## config.mk

```make
export PLATFORM = sky130hd
export DESIGN_NAME = reg_fifo
export DESIGN_NICKNAME = d
export VERILOG_FILES = /design/src/rtl/reg_fifo.sv
export SDC_FILE = /design/constraint.sdc
export NUM_CORES = 1
export LEC_CHECK = 0
export ABC_CLOCK_PERIOD_IN_PS = 4400
export BUFFER_PORTS_ARGS = -buffer_cell sky130_fd_sc_hd__clkbuf_2
export CORE_MARGIN = 3
export CORE_UTILIZATION = 60
export CTS_CLUSTER_SIZE = 12
export DETAILED_ROUTE_END_ITERATION = 6
export PLACE_DENSITY = 0.82
export RECOVER_POWER = 100
export SYNTH_ARGS = -nofsm -noshare
export SYNTH_HDL_FRONTEND = slang
export SYNTH_SLANG_ARGS = --single-unit
```

## constraint.sdc

```tcl
create_clock -name clk -period 4.4 [get_ports clk]
set_clock_uncertainty 0.2 [all_clocks]
set_input_delay 0.88 -clock clk [delete_from_list [all_inputs] [get_ports clk]]
set_output_delay 0.88 -clock clk [all_outputs]
set_load 0.1 [all_outputs]
```

## src/rtl/reg_fifo.sv

```systemverilog
// Register-based synchronous FIFO with push/pop handshake, occupancy count and sticky error flags.
// Optional feature: define REG_FIFO_BYPASS_EN to forward wr_data straight to rd_data on push+pop while empty.
module reg_fifo #(
  parameter  int WIDTH = 8,
  parameter  int DEPTH = 4,
  localparam int AW    = $clog2(DEPTH)
) (
  input  logic             clk,
  input  logic             rst,
  input  logic             wr_en,
  input  logic [WIDTH-1:0] wr_data,
  input  logic             rd_en,
  output logic [WIDTH-1:0] rd_data,
  output logic             rd_valid,
  output logic             full,
  output logic             empty,
  output logic [AW:0]      count,
  output logic             overflow,
  output logic             underflow
);

  logic [WIDTH-1:0] mem_q [DEPTH];
  logic [AW-1:0]    wp_q, wp_d;
  logic [AW-1:0]    rp_q, rp_d;
  logic [AW:0]      count_q, count_d;
  logic [WIDTH-1:0] rd_data_q, rd_data_d;
  logic             rd_valid_q, rd_valid_d;
  logic             ovf_q, ovf_d;
  logic             unf_q, unf_d;

  logic empty_w, full_w, push_ok, pop_ok, bypass;

  assign empty_w = (count_q == '0);
  assign full_w  = (count_q == (AW+1)'(DEPTH));

`ifdef REG_FIFO_BYPASS_EN
  assign bypass = empty_w && wr_en && rd_en;
`else
  assign bypass = 1'b0;
`endif

  // A pop frees a slot on the same edge, so a push into a full FIFO is legal alongside it.
  assign pop_ok  = rd_en && !empty_w;
  assign push_ok = wr_en && (!full_w || pop_ok) && !bypass;

  always_comb begin
    wp_d       = wp_q;
    rp_d       = rp_q;
    count_d    = count_q;
    rd_data_d  = rd_data_q;
    rd_valid_d = 1'b0;
    ovf_d      = ovf_q | (wr_en && !push_ok && !bypass);
    unf_d      = unf_q | (rd_en && !pop_ok && !bypass);

    if (push_ok) wp_d = wp_q + AW'(1);
    if (pop_ok) begin
      rp_d       = rp_q + AW'(1);
      rd_data_d  = mem_q[rp_q];
      rd_valid_d = 1'b1;
    end else if (bypass) begin
      rd_data_d  = wr_data;
      rd_valid_d = 1'b1;
    end

    case ({push_ok, pop_ok})
      2'b10:   count_d = count_q + (AW+1)'(1);
      2'b01:   count_d = count_q - (AW+1)'(1);
      default: count_d = count_q;
    endcase
  end

  always_ff @(posedge clk) begin
    if (rst) begin
      wp_q       <= '0;
      rp_q       <= '0;
      count_q    <= '0;
      rd_data_q  <= '0;
      rd_valid_q <= 1'b0;
      ovf_q      <= 1'b0;
      unf_q      <= 1'b0;
    end else begin
      wp_q       <= wp_d;
      rp_q       <= rp_d;
      count_q    <= count_d;
      rd_data_q  <= rd_data_d;
      rd_valid_q <= rd_valid_d;
      ovf_q      <= ovf_d;
      unf_q      <= unf_d;
    end
  end

  // Storage is never reset; only the pointers define which entries are live.
  always_ff @(posedge clk) begin
    if (!rst && push_ok) mem_q[wp_q] <= wr_data;
  end

  assign rd_data   = rd_data_q;
  assign rd_valid  = rd_valid_q;
  assign full      = full_w;
  assign empty     = empty_w;
  assign count     = count_q;
  assign overflow  = ovf_q;
  assign underflow = unf_q;

endmodule

```

==> summary.md <==
| Metric | Value |
|---|---|
| Status | `completed` |
| Final GP Congestion | `0.767` |
| Post-CTS Setup Repair Bufs | `0` |
| Number of port buffers | `27` |
| Crit path cell chain | `inv_1 > nor3_2 > clkbuf_1` |
| Later-pin clock latency in the skew report | `0.35 ns` |
| Synth Warn # | `0` |
| # hold bufs at CTS | `0` |
| Crit share post-route | `71.6%` |
| Fin. Hold Viols | `0` |
| Setup_tns | `0 ns` |
| Area taken by multi-input logic gates | `651 sq um` |
| P_sw | `0.000383 W` |
| Max-slew violation count | `0` |
| # resized after CTS | `0` |
| Min-Delay Startpoint | `rd_data[4]` |
| Via density | `5.89` |
| Met2 usage | `35.3%` |
| Mean Syn Cell Area | `14.1 sq um` |
| Max_slew headroom | `19.9%` |
| Clock sinks | `50` |
| CP Data Arrival Time | `2.07 ns` |
| Leakage Power | `0.713 nW` |
| Final WL | `3670 um` |
| Die H | `65.5 um` |
| Core area | `3200 sq um` |
| M3 GR Usage | `5.64%` |
| Die area | `4280 sq um` |
| H-tree depth | `2` |
| PD cells | `489 nW/um^2` |
| Setup Viol. Count Final | `0` |
| First-pass GRT wire length | `6090 um` |
| Primary FF master, synth | `edfxtp_1` |
| Flop pwr share | `51.4%` |
| Net Sw Frac | `35.1%` |
| Number of I/O pins | `28` |
| Crit-path slowest cell | `clkbuf_1` |
| Sequential-to-total area share from yosys stat | `62.3%` |
| Post-DR wirelength/cell | `16.8 um` |
| Worst R2R Start | `count[0]` |
| Initial DRC count | `108` |
| DRC violation count after routing | `0` |
| Comb pwr share | `25.4%` |
| Nature of the critical path startpoint | `register` |
| Clk root buf | `clkbuf_4` |
| Asr flop ratio synth | `0%` |
| RSZ-0062 raised after global routing | `no` |
| Syn Nets | `167` |
| Netlist cell types | `33` |
| Worst setup path start | `count[2]` |
| Register area | `1320 sq um` |
| Synth Cell Area | `2120 sq um` |
| Row cnt | `20` |
| Dpl cells | `210` |
| Met1 Usage GRT | `22.0%` |
| Total GRT Usage | `19.5%` |
| Register bit total from synthesis | `50` |
| Final min period | `3.15 ns` |
| Hpwl dp | `2510 um` |
| Initial antenna violation count | `0` |
| Number of global-route vias before repair | `1,320` |
| CP Buf/Inv Count | `2` |
| Share of layout cells above drive strength 1 | `12.1%` |
| Power share of the clock group | `23.2%` |
| Largest net degree at the start of global routing | `21` |
| Syn-to-layout area delta | `5.43%` |
| Antenna Nets Post-Route | `0` |
| HP Class | `reg -> reg` |
| # fillers | `243` |
| Gr busiest metal | `met2` |
| TritonCTS clock tree | `yes` |
| Initial core utilization | `66.2%` |
| Initial DRT Pass Iterations | `4` |
| Tightest Pin Transition | `1.19 ns` |
| Post-synth EDFFs | `32` |
| Non-filler cells, final | `218` |
| Delay-heaviest family, CP | `buffers and inverters` |
| CTS Buf Count | `5` |
| Kind of critical path | `reg -> out` |
| Internal Pwr Total | `0.000710 W` |
| Critical path's largest stage delay | `0.88 ns` |
| Nets | `190` |
| Peak supply drop | `309 uV` |
| CP Capture Type | `output port` |
| Overflow after GRT | `0` |
| Fmax | `0.318 GHz` |
| Vias post-DR | `1,283` |
| Mapped Cells | `150` |
| N_diodes | `0` |
| Reg clk slew, reported paths | `0.14 ns` |
| Crit-path max FO | `8` |
| Clock tree buffer depth | `2` |
| Number of max-cap violations | `0` |
| CP required | `3.32 ns` |
| Die width | `65.5 um` |
-- power by group through the flow --
stage | Combinational (W) | Sequential [W] | Clock (W)
2_1_floorplan | 0.000168 | 0.000662 | 0
3_3_place_gp | 0.000280 | 0.000574 | 0
3_5_place_dp | 0.000289 | 0.000577 | 0
4_1_cts | 0.000290 | 0.000567 | 0.000258
5_1_grt | 0.000293 | 0.000568 | 0.000279
6_report | 0.000278 | 0.000562 | 0.000253
-- kinds of logic (layout without fill, tap and decap cells) --
group,Yosys count,in the layout,synth area share [%]
flip-flops,50,50,62.3
AND/OR/NAND/NOR,40,40,10.8
AO/OA/AOI/OAI,25,25,8.20
buffers and inverters,19,43,5.66
multiplexers,8,8,8.50
adder cells (fa/ha/maj),5,5,3.30
XOR/XNOR,3,3,1.24
-- registers in the layout (all words and copies together) (netlist names) --
signal / count
rd_data: 8
underflow: 1
wp_q: 2
overflow: 1
mem_q: 32
count: 3
rp_q: 2
rd_valid: 1
-- cells in the final DEF (no fill, tap or decap), drive strengths merged, types with 2 or more instances in the layout --
cell	instances
o21ai	3
nand3b	2
clkbuf	34
nand3	2
o2111ai	2
nand2	17
ha	4
a21oi	13
nor3	3
dfxtp	18
nor4b	2
mux4	8
and2	4
inv	8
or3	2
nor2	6
xor2	2
edfxtp	32
o31ai	2
-- layer usage --
layer,share of wire (%),up-vias
li1,-,595
met4,1.7,0
met1,38,650
met2,55,30
met3,4.5,8
met5,0,-
-- worst min-delay path: stages, from the launching register on --
cell     delay, ns
dfxtp_1       0.33
nand2_1       0.05
a21oi_1       0.05
-- worst paths after layout --
check                           slack [ns]          to  cells after the start
worst max-delay path                  1.25        full                      3
worst min-delay path                  0.27  rd_data[4]                      2
worst max register to register        1.64    count[2]                      6
worst min register to register        0.27  rd_data[4]                      2
-- per-stage QoR --
stage	total power [W]	hold slack (ns)	worst slack (ns)	utilization [%]	cell area, sq um
2_1_floorplan	0.000830	0.291	0.241	-	2130
3_3_place_gp	0.000855	0.246	1.36	69.5	2230
3_5_place_dp	0.000866	0.254	1.27	69.5	2230
4_1_cts	0.00111	0.272	1.56	71.8	2300
5_1_grt	0.00114	0.292	1.15	69.8	2240
6_report	0.00109	0.266	1.25	69.8	2240
-- cell type report --
type                    count  area share (%)
clock buffers               7            2.01
clock inverters             1            1.34
inverters                   8            1.34
multi-input cells          81            29.1
flip-flops and latches     50            59.1
well taps                  44            2.46
repair buffers             27            4.64
-- synth_stat cells, types with 2 or more instances --
| library cell | n | area (sq um) |
|---|---|---|
| nor4b_4 | 2 | 47.6 |
| nand3_1 | 2 | 10.0 |
| nor3_1 | 3 | 15.0 |
| dfxtp_1 | 18 | 360 |
| o2111ai_1 | 2 | 17.5 |
| o21ai_0 | 2 | 10.0 |
| ha_1 | 4 | 50.1 |
| a21oi_1 | 13 | 65.1 |
| nand2_1 | 17 | 63.8 |
| inv_1 | 8 | 30.0 |
| buf_2 | 3 | 15.0 |
| edfxtp_1 | 32 | 961 |
| buf_6 | 5 | 56.3 |
| xor2_1 | 2 | 17.5 |
| and2_1 | 4 | 25.0 |
| mux4_2 | 8 | 180 |
| or3_1 | 2 | 12.5 |
| nand3b_1 | 2 | 15.0 |
| buf_4 | 2 | 15.0 |
| nor2_1 | 6 | 22.5 |
(Power assumes the default switching activity.)
